`config.mk`:
```
export PLATFORM = sky130hd
export DESIGN_NAME = sram_dp_be
export DESIGN_NICKNAME = d
export VERILOG_FILES = /design/src/rtl/sram_dp_be_pkg.sv /design/src/rtl/sram_dp_be_rd_pipe.sv /design/src/rtl/sram_dp_be.sv
export SDC_FILE = /design/constraint.sdc
export NUM_CORES = 1
export LEC_CHECK = 0
export BUFFER_PORTS_ARGS = -buffer_cell sky130_fd_sc_hd__buf_2
export CORE_ASPECT_RATIO = 1.75
export CORE_MARGIN = 10
export CORE_UTILIZATION = 50
export DETAILED_ROUTE_END_ITERATION = 6
export PLACE_DENSITY = 0.73
export SLEW_MARGIN = 20
export SYNTH_ARGS = -nofsm -noshare
export SYNTH_HDL_FRONTEND = slang
export SYNTH_SLANG_ARGS = --single-unit
```
`constraint.sdc`:
```
create_clock -name clk -period 2.45 [get_ports clk]
set_input_delay 0.6125 -clock clk [delete_from_list [all_inputs] [get_ports clk]]
set_output_delay 0.6125 -clock clk [all_outputs]
set_load 0.05 [all_outputs]
```
`src/rtl/sram_dp_be_pkg.sv`:
```
// Shared types, constants and the byte-lane merge used by the sram_dp_be
// array write path and its write-through read path.
package sram_pkg;

  typedef enum logic {
    IDLE  = 1'b0,
    CLEAR = 1'b1
  } state_e;

  localparam int RDW_OLD = 0;
  localparam int RDW_NEW = 1;

  // Widest word the merge helper handles; callers zero-extend into it.
  localparam int MAX_W  = 512;
  localparam int MAX_AW = $clog2(MAX_W);

  function automatic logic [MAX_W-1:0] be_merge(
    input logic [MAX_W-1:0] old_w,
    input logic [MAX_W-1:0] new_w,
    input logic [MAX_W-1:0] be,
    input int               byte_w
  );
    logic [MAX_W-1:0] res;
    int               lane;
    res = old_w;
    for (int i = 0; i < MAX_W; i++) begin
      lane = i / byte_w;
      if (be[lane[MAX_AW-1:0]]) res[i] = new_w[i];
    end
    return res;
  endfunction

endpackage

```
`src/rtl/sram_dp_be_rd_pipe.sv`:
```
// Read-data pipeline for sram_dp_be: one or two registered stages, with the
// valid flag travelling alongside the data and data held between reads.
module sram_rd_pipe #(
  parameter int DATA_W = 16,
  parameter int RD_LAT = 1
) (
  input  logic              clk,
  input  logic              rst_n,
  input  logic              vld_i,
  input  logic [DATA_W-1:0] data_i,
  output logic              vld_o,
  output logic [DATA_W-1:0] data_o
);

  logic              vld_p0_q;
  logic [DATA_W-1:0] data_p0_q;

  // Stage p0: word captured on the edge that accepts the read
  always_ff @(posedge clk or negedge rst_n) begin
    if (!rst_n) begin
      vld_p0_q  <= 1'b0;
      data_p0_q <= '0;
    end else begin
      vld_p0_q <= vld_i;
      if (vld_i) data_p0_q <= data_i;
    end
  end

  if (RD_LAT == 2) begin : g_lat2
    logic              vld_p1_q;
    logic [DATA_W-1:0] data_p1_q;

    // Stage p1: extra output register
    always_ff @(posedge clk or negedge rst_n) begin
      if (!rst_n) begin
        vld_p1_q  <= 1'b0;
        data_p1_q <= '0;
      end else begin
        vld_p1_q <= vld_p0_q;
        if (vld_p0_q) data_p1_q <= data_p0_q;
      end
    end

    assign vld_o  = vld_p1_q;
    assign data_o = data_p1_q;
  end else begin : g_lat1
    assign vld_o  = vld_p0_q;
    assign data_o = data_p0_q;
  end

endmodule

```
`src/rtl/sram_dp_be.sv`:
```
// Simple-dual-port SRAM with byte-enable writes, 1- or 2-cycle reads,
// selectable read-during-write result and a whole-array clear engine.
module sram_dp_be
  import sram_pkg::*;
#(
  parameter int DATA_W   = 16,
  parameter int BYTE_W   = 8,
  parameter int ADDR_W   = 4,
  parameter int RD_LAT   = 1,
  parameter int RDW_MODE = 0
) (
  input  logic                     clk,
  input  logic                     rst_n,
  input  logic                     clr_start,
  output logic                     clr_busy,
  input  logic                     wr_en,
  input  logic [ADDR_W-1:0]        wr_addr,
  input  logic [DATA_W/BYTE_W-1:0] wr_be,
  input  logic [DATA_W-1:0]        wr_data,
  input  logic                     rd_en,
  input  logic [ADDR_W-1:0]        rd_addr,
  output logic [DATA_W-1:0]        rd_data,
  output logic                     rd_valid
);

  localparam int NB    = DATA_W / BYTE_W;
  localparam int DEPTH = 2 ** ADDR_W;

  if (RD_LAT != 1 && RD_LAT != 2) begin : g_bad_rd_lat
    $error("sram_dp_be: RD_LAT must be 1 or 2");
  end

  if ((DATA_W % BYTE_W) != 0 || DATA_W > MAX_W) begin : g_bad_width
    $error("sram_dp_be: DATA_W must be a multiple of BYTE_W and fit the merge helper");
  end

  state_e            state_q;
  logic [ADDR_W-1:0] clr_cnt_q;
  logic              clr_busy_q;
  logic [DATA_W-1:0] mem_q [DEPTH];

  logic              wr_fire_d;
  logic              rd_fire_d;
  logic [DATA_W-1:0] wr_word_d;
  logic [DATA_W-1:0] rd_word_d;

  function automatic logic [DATA_W-1:0] merge_lanes(
    input logic [DATA_W-1:0] old_w,
    input logic [DATA_W-1:0] new_w,
    input logic [NB-1:0]     be
  );
    return DATA_W'(be_merge(MAX_W'(old_w), MAX_W'(new_w), MAX_W'(be), BYTE_W));
  endfunction

  // Clear FSM: busy is registered so it drops on the edge of the last clear write
  always_ff @(posedge clk or negedge rst_n) begin
    if (!rst_n) begin
      state_q    <= CLEAR;
      clr_cnt_q  <= '0;
      clr_busy_q <= 1'b1;
    end else begin
      case (state_q)
        IDLE: begin
          if (clr_start) begin
            state_q    <= CLEAR;
            clr_cnt_q  <= '0;
            clr_busy_q <= 1'b1;
          end
        end
        CLEAR: begin
          clr_cnt_q <= clr_cnt_q + ADDR_W'(1);
          if (clr_cnt_q == ADDR_W'(DEPTH - 1)) begin
            state_q    <= IDLE;
            clr_busy_q <= 1'b0;
          end
        end
        default: begin
          state_q    <= CLEAR;
          clr_cnt_q  <= '0;
          clr_busy_q <= 1'b1;
        end
      endcase
    end
  end

  always_comb begin
    wr_fire_d = wr_en && (state_q == IDLE);
    rd_fire_d = rd_en && (state_q == IDLE);
    wr_word_d = merge_lanes(mem_q[wr_addr], wr_data, wr_be);
    rd_word_d = mem_q[rd_addr];
    if (RDW_MODE == RDW_NEW && wr_fire_d && (wr_addr == rd_addr))
      rd_word_d = merge_lanes(mem_q[rd_addr], wr_data, wr_be);
  end

  // Storage is deliberately unreset; the clear engine owns initialisation
  always_ff @(posedge clk) begin
    if (state_q == CLEAR) mem_q[clr_cnt_q] <= '0;
    else if (wr_fire_d)   mem_q[wr_addr]   <= wr_word_d;
  end

  sram_rd_pipe #(
    .DATA_W (DATA_W),
    .RD_LAT (RD_LAT)
  ) u_rd_pipe (
    .clk    (clk),
    .rst_n  (rst_n),
    .vld_i  (rd_fire_d),
    .data_i (rd_word_d),
    .vld_o  (rd_valid),
    .data_o (rd_data)
  );

  assign clr_busy = clr_busy_q;

endmodule

```
Yosys cells after proc, flatten, opt, wreduce, memory -nomap -nowiden
Memories as Yosys holds them, arrays and structs flattened. A register that Yosys moved wholly into a read port is not among the register bits.
Cells that the tools add are included.
{"block": "totals", "register_bits": 7, "latchBits": 0, "ramBits": 256, "mem_bits_ro": 0, "input_bits": 31, "out_inout_bits": 18, "wordCells": 51, "mem_count": 1}
{"block": "op_classes", "addsub": 1, "multipliers": 0, "div_mod_pow": 0, "order_cmp": 0, "eq_ne": 5, "n_shift": 0, "mux": 32, "n_bitwise": 1, "reduce_logical": 7}
{"name": "mem_q", "words": 16, "width": 16, "read_ports": 1, "rd_clocked_by_memory_dff": 1, "write_ports": 1, "line": "sram_dp_be.sv:40", "source": "logic [DATA_W-1:0] mem_q [DEPTH];"}
{"operator": "$mux W1", "count": 25}
{"operator": "$mux W16", "count": 1}
{"operator": "$reduce_or A16 Y1", "count": 1}
{"operator": "$mux W4", "count": 2}
{"operator": "$pmux W4 S2", "count": 1}
{"operator": "$reduce_and A2 Y1", "count": 3}
{"operator": "$add A4 B1 Y4 const B", "count": 1}
{"operator": "$eq A4 B4 Y1 const B", "count": 1}
{"operator": "$pmux W1 S2", "count": 2}
{"operator": "$logic_and A1 B1 Y1", "count": 2}
{"operator": "$mux W2", "count": 1}
{"operator": "$ne A1 B1 Y1 const B", "count": 2}
{"operator": "$ne A2 B1 Y1 const B", "count": 1}
{"operator": "$ne A2 B2 Y1 const B", "count": 1}
{"operator": "$logic_not A1 Y1", "count": 1}
{"operator": "$not A1 Y1", "count": 1}

Logic depth before layout (Yosys ltp)
Gate-level depths: netlist of the first run.
{"block": "depth", "word_depth": 8, "ltp_mapped": 6, "depth_no_buf": 4}

Cells and area by module
From an unflattened synthesis of the first run, not the netlist that was laid out.
{"block": "unflattened", "cells_unflattened": 571, "area_unflattened_um2": 11305.8}
{"module": "sram_dp_be", "instances": 1, "cells_each": 536, "area_each_um2": 10631.4, "seq_area_each_um2": 7840.0}
{"module": "sram_rd_pipe", "instances": 1, "cells_each": 35, "area_each_um2": 674.4, "seq_area_each_um2": 425.4}

Worst setup path before layout of the first run
Ideal clock, no wire load.
{"block": "synth_timing", "kind": "input-to-reg", "from": "in wr_be[0]", "to": "mem mem_q[11][10], enable pin", "setup_ns": 0.383, "arrival_time_ns": 2.188, "required_time_ns": 2.067, "setup_slack_ns": -0.122, "stages": 5, "n_path_buf": 1, "path_cell_list": "nor2_1 nor3b_4 buf_6 mux2_4 nor3_1"}
{"block": "synth_between", "elab_chain_len": 4, "elab_cells_between_ends": 5, "cone_classes": "eq/ne (1); mux (2); reduce/logical (2)"}
{"item": "from (decl)", "line": "sram_dp_be.sv:18", "source": "input logic [DATA_W/BYTE_W-1:0] wr_be,"}
{"item": "$ne A1 B1 Y1 (no line) (*)"}
{"item": "$reduce_and A2 Y1 (no line) (*)"}
{"item": "$reduce_or A16 Y1 (no line) (*)"}
{"item": "$mux W4 (no line) or $mux W2 (tied branches)"}
{"item": "to (decl)", "line": "sram_dp_be.sv:40"}
Mark *: on every way between the ends. The rest lies on a longest branch, timed or not.

Worst setup path in the final report of the first run
{"block": "layout_timing", "from": "reg state_q", "to": "mem mem_q[0][5], enable pin"}
{"block": "layout_between", "elab_chain_len": 8, "elab_cells_between_ends": 12, "cone_classes": "mux (7); bitwise (1); reduce/logical (4)"}
{"item": "from (decl)", "line": "sram_dp_be.sv:37", "source": "state_e state_q;"}
{"item": "from (signal assigned)", "line": "sram_dp_be.sv:58", "source": "state_q <= CLEAR;"}
{"item": "from (signal assigned)", "line": "sram_dp_be.sv:65", "source": "state_q <= CLEAR;"}
{"item": "from (signal assigned)", "line": "sram_dp_be.sv:73", "source": "state_q <= IDLE;"}
{"item": "$not A1 Y1"}
{"item": "$logic_and A1 B1 Y1", "line": "sram_dp_be.sv:87", "source": "wr_fire_d = wr_en && (state_q == IDLE);"}
{"item": "$mux W1", "line": "sram_dp_be.sv:98", "source": "else if (wr_fire_d) mem_q[wr_addr] <= wr_word_d;"}
{"item": "$mux W1", "line": "sram_dp_be.sv:97", "source": "if (state_q == CLEAR) mem_q[clr_cnt_q] <= '0;"}
{"item": "$mux W1 (not written as such)", "line": "sram_dp_be.sv:98"}
{"item": "$reduce_and A2 Y1 (no line)"}
{"item": "$reduce_or A16 Y1 (no line)"}
{"item": "$mux W4 (no line) or $mux W2 (tied branches)"}
Several ways; a longest one is shown, not always the timed one.

==> run summary, run 1 <==
Wirelength per Cell = 23.6 um
dominant cells by area after synthesis = edfxtp_1, mux2i_1, dfrtp_1
clock buffer count from CTS = 23
first-pass GRT wire length = 39400 um
Worst Path Buf+Inv = 2
minimum clock period = 2.37 ns
post-CTS setup buffer count = 0
crit-path cells = nor3b_4, buf_4, mux2i_1, nor3_1, buf_4
sequential share of the synthesized area = 73.8%
CP max stage delay = 0.83 ns
clock sink count = 279
Post-Route Skew = 0.0149 ns
CTS max path bufs = 3
Yosys cell types = 30
fin worst setup slack = 0.0797 ns
final hold violations = 0
vias in the first global route = 6533
post-route ant nets = 0
Worst Path Max Fanout = 14
biggest area consumer among synthesized cells = edfxtp_1
vias = 6390
share of layout cells above drive strength 1 = 18.5%
P per Cell Area = 999 nW/um^2
CP Class = reg2reg
total negative slack = 0 ns
Multi-input gate area = 2760 sq um
DP HPWL = 18000 um
critical path depth = 5
Reg2Reg Depth = 5
H-tree levels = 1
via density per instance = 5.79
clk_lat worst skew = 0.51 ns
Max VDD drop = 0.846 mV
CTS tree = done
n_diodes = 0
DRC viols = 0
Synth Instances = 707
maxcap violations = 0
core box area = 22100 sq um
Overall Power = 12.8 mW
Final nets = 825
Max Clk Rate = 422 MHz
Die Y = 218 um
Slew @ Worst Pin = 1.10 ns
Std-Cell Rows = 72
Max-Slew Margin vs Limit = 24.9%
Yosys reg bits = 279
io pins = 49
largest net degree at the start of global routing = 33
final setup violation count = 0
Synth Flop Type = edfxtp_1
Worst Path Arrival = 2.63 ns
initial antenna violation count = 0
die area = 29000 sq um
synth warn = 0
Yosys top cell area share = 68.7%
status = finished clean
Post-synth EDFFs = 256
Reg area = 8270 sq um
total congestion overflow = 0
final WL = 26100 um
Reg clk slew, reported paths = 0.07 ns
Hold WC Path Type = in2async
initial core utilization = 50.7%
Post-CTS Hold Buffers = 0
Post-synth ARST share = 8.24%
PortBufs = 48
CTS Root Cell = clkbuf_16
Synth Net Count = 739
unrepaired setup endpoints after global routing = no
TritonRoute pass-1 iters = 6
Mapped Area = 11200 sq um
Worst EP required = 2.71 ns
FILL cells = 1677
gpl congestion = 0.913
commonest non-fill, non-tap cell in the layout = edfxtp_1
LEAKAGE = 4.85 nW
most frequent cells in the layout = edfxtp_1, mux2i_1, nand2_1
crit path launch type = register
Die X = 133 um
Initial DRC Count = 574
total global-route track usage = 17.8%
cell mode on critical path = buf_4
Largest delay share family, worst path = multiplexers
DP Worst Slack = -0.202 ns
final worst path period share = 96.7%
Worst Setup End Kind = register
Slowest cell on crit path = mux2i_1
Syn-to-layout area delta = 14.2%
Final Slew Violations = 0
Avg Cell Area, Syn = 15.8 sq um
per-stage QoR:
stage	cell area (sq um)	utilization [%]	std cells	hold WS [ns]
finish	12800	57.9	1103	0.0956
global route	12800	57.9	1103	0.126
floorplan	11200	-	707	0.317
global placement	12100	54.8	1064	0.467
CTS	12800	57.9	1103	0.0925
detailed placement	12100	54.8	1064	0.469
cell usage after synthesis (3+ instances only):
master / number
edfxtp_1: 256
mux2i_1: 134
nand2_1: 66
nand3_1: 37
a22oi_1: 35
nor3_1: 31
dfrtp_1: 21
clkbuf_1: 20
a21oi_1: 19
and2_1: 17
buf_2: 14
nand4_1: 13
nor2b_1: 10
nor2_1: 7
nand2b_1: 5
buf_4: 4
o21ai_0: 3
report_power, final:
part           total (mW)  internal (mW)  switching, mW  leakage (nW)
Clock                3.42           1.84           1.58         0.334
Combinational        2.79          0.821           1.96          1.75
Sequential           6.57           6.23          0.347          2.77
Total                12.8           8.88           3.89          4.85
flip-flops by register name, summed over array words and instances (netlist names):
signal            count
mem_q               256
u_rd_pipe.data_o     16
clr_cnt_q             4
clr_busy              1
state_q               1
u_rd_pipe.vld_o       1
cells by family (layout without fill, tap and decap cells):
kind of cell / after synthesis / after routing / share of synthesized area, %
compound gates: 57 / 57 / 3.33
xor+xnor: 2 / 2 / 0.157
fa+ha+maj: 1 / 1 / 0.112
buf+inv: 40 / 140 / 1.70
flops: 279 / 279 / 73.8
mux: 138 / 138 / 12.5
simple gates: 190 / 190 / 8.38
layer usage:
metal,global-route usage [%],vias to the layer above,share of wire (%)
li1,-,2871,-
met1,19.1,3175,35
met2,33.0,286,54
met3,2.81,58,6.2
met4,8.70,0,4.7
met5,0,-,0
worst reg2reg max path: stages (launching register included):
cell and delay [ns]:
dfstp_2 0.69, nor3b_4 0.07, buf_4 0.18, mux2i_1 0.83, nor3_1 0.12, buf_4 0.22
final timing paths:
path / startpoint / slack [ns] / end
setup / recovery: state_q$_DFF_PN1_ / 0.08 / mem_q[0][5]$_DFFE_PP_
hold reg to reg: u_rd_pipe.data_o[13]$_DFFE_PN0P_ / 0.48 / u_rd_pipe.data_o[13]$_DFFE_PN0P_
min in group clk: clr_start / 0.36 / clr_cnt_q[2]$_DFFE_PN0P_
hold / removal: rst_n / 0.1 / u_rd_pipe.data_o[4]$_DFFE_PN0P_
setup reg to reg: state_q$_DFF_PN1_ / 0.08 / mem_q[0][5]$_DFFE_PP_
max in group asynchronous: rst_n / 1.97 / u_rd_pipe.data_o[14]$_DFFE_PN0P_
layout make-up:
class	count	share of cell area [%]
clock buffers	27	4.62
clock inverters	12	0.744
inverters	1	0.0294
multi-input cells	388	21.6
flip-flops and latches	279	64.6
well taps	296	2.90
repair buffers	100	5.47
repair_timing:
item | in CTS | in global routing
gates resized for setup | 0 | 2
endpoints found under the setup margin | 0 | 24
endpoints found under the hold margin | 0 | 0
(Power assumes the default switching activity.)
==> inputs of run 2 (changes only) <==
--- a/config.mk
+++ b/config.mk
@@ -10,7 +10,7 @@
 export CORE_MARGIN = 10
 export CORE_UTILIZATION = 50
 export DETAILED_ROUTE_END_ITERATION = 6
-export PLACE_DENSITY = 0.73
+export PLACE_DENSITY = 0.71
 export SLEW_MARGIN = 20
 export SYNTH_ARGS = -nofsm -noshare
 export SYNTH_HDL_FRONTEND = slang
==> constraint.sdc (replaced) <==
create_clock -name clk -period 2.55 [get_ports clk]
set_input_delay 0.6375 -clock clk [delete_from_list [all_inputs] [get_ports clk]]
set_output_delay 0.6375 -clock clk [all_outputs]
set_load 0.05 [all_outputs]
==> run 2 against run 1 <==
Clock power up 2%. First-iteration DRC count up 0.35%. Utilization grew 0.48 points.
==> run summary, run 2 (synthesis results as in run 1) <==
crit path launch type = register
share of layout cells above drive strength 1 = 18.5%
largest net degree at the start of global routing = 33
Wirelength per Cell = 23.4 um
io pins = 49
Final nets = 828
Max-Slew Margin vs Limit = 42.0%
P per Cell Area = 969 nW/um^2
DP Area = 12100 sq um
clock sink count = 279
Slew @ Worst Pin = 0.853 ns
Die X = 133 um
Post-Route Skew = 0.0150 ns
CTS Root Cell = clkbuf_16
via density per instance = 5.69
clk_lat worst skew = 0.51 ns
gpl congestion = 0.891
Worst Setup End Kind = register
FILL cells = 1652
post-route ant nets = 0
Multi-input gate area = 2760 sq um
Final Slew Violations = 0
CP Class = reg2reg
Max Clk Rate = 442 MHz
Slowest cell on crit path = dfstp_2
DP HPWL = 18200 um
final design area excluding fillers = 12900 sq um
first-pass GRT wire length = 39100 um
maxcap violations = 0
max reg flops = 256
total global-route track usage = 17.7%
final setup violation count = 0
Die Y = 218 um
final WL = 26000 um
vias = 6310
cell mode on critical path = buf_4
CTS max path bufs = 3
Std-Cell Rows = 72
Reg clk slew, reported paths = 0.07 ns
initial core utilization = 50.7%
final worst path period share = 88.8%
Overall Power = 12.5 mW
crit-path cells = nor3b_4, buf_4, mux2_4, nor3_1, buf_4
TritonRoute pass-1 iters = 5
CP max stage delay = 0.45 ns
most frequent cells in the layout = edfxtp_1, mux2i_1, nand2_1
die area = 29000 sq um
unrepaired setup endpoints after global routing = no
commonest non-fill, non-tap cell in the layout = edfxtp_1
Reg area = 8270 sq um
LEAKAGE = 4.90 nW
Max VDD drop = 0.764 mV
n_diodes = 0
Initial DRC Count = 576
Worst Path Arrival = 2.48 ns
clock buffer count from CTS = 23
Syn-to-layout area delta = 15.2%
status = finished clean
H-tree levels = 1
hold slack = 0.108 ns
final hold violations = 0
initial antenna violation count = 0
PortBufs = 48
vias in the first global route = 6523
CTS tree = done
Hold WC Path Type = in2async
Worst EP required = 2.77 ns
DRC viols = 0
minimum clock period = 2.26 ns
total congestion overflow = 0
core box area = 22100 sq um
Largest Register = mem_q
Worst Path Max Fanout = 18
[run 2: cell types whose count changed in the layout (fill, tap and decap cells not counted), sizes merged]
cell      change
clkbuf        +5
buf           +3
clkinv        -2
clkinvlp      -2
bufinv        +1
[run 2: repair_timing]
item / in CTS / in global routing
endpoints found under the hold margin: 0 / 0
endpoints found under the setup margin: 0 / 5
setup buffers: 0 / 0
hold buffers: 0 / 0
resized for setup: 0 / 1
[run 2: path summary, 6_finish.rpt]
path,start,to,slack (ns),cells past startpoint
max,state_q$_DFF_PN1_,mem_q[15][15]$_DFFE_PP_,0.29,5
min,rst_n,clr_cnt_q[1]$_DFFE_PN0P_,0.11,1
max reg2reg,state_q$_DFF_PN1_,mem_q[15][15]$_DFFE_PP_,0.29,5
min reg2reg,clr_busy$_DFFE_PN1P_,clr_busy$_DFFE_PN1P_,0.49,2
max in group asynchronous,rst_n,u_rd_pipe.data_o[9]$_DFFE_PN0P_,2.05,1
min in group clk,clr_start,clr_cnt_q[1]$_DFFE_PN0P_,0.39,2
[run 2: power by group]
group          total [mW]  internal (mW)  switching (mW)
Clock                3.48           1.99            1.49
Sequential           6.32           5.98           0.342
Combinational        2.69          0.804            1.88
Total                12.5           8.78            3.71
[run 2: metrics by stage]
step / std cells / utilization (%) / TNS, ns / worst slack [ns]
detailed placement: 1067 / 55.0 / -9.05 / -0.178
global route: 1108 / 58.4 / 0 / 0.204
finish: 1108 / 58.4 / 0 / 0.287
floorplan: 707 / - / -3.34 / -0.0466
CTS: 1108 / 58.4 / 0 / 0.120
global placement: 1067 / 55.0 / -17.18 / -0.152
[run 2: cell type report]
type                    count  share of cell area, %
clock inverters             9                  0.718
flip-flops and latches    279                   64.1
well taps                 296                   2.87
clock buffers              32                   5.06
multi-input cells         388                   21.4
inverters                   1                 0.0291
repair buffers            103                   5.79
[run 2: worst max-delay path, delay by kind of cell (launching register included)]
family	cells	cell delay, ns
DFF	1	0.45
buffers and inverters	2	0.51
muxes	1	0.41
and+or+nand+nor	2	0.58
[run 2: metal layers]
| layer | GRT usage [%] | vias up | routed length [um] |
|---|---|---|---|
| li1 | - | 2876 | - |
| met1 | 19.2 | 3109 | 9170 |
| met2 | 32.9 | 271 | 14300 |
| met3 | 2.35 | 54 | 1420 |
| met4 | 9.03 | 0 | 1120 |
| met5 | 0 | - | 0 |
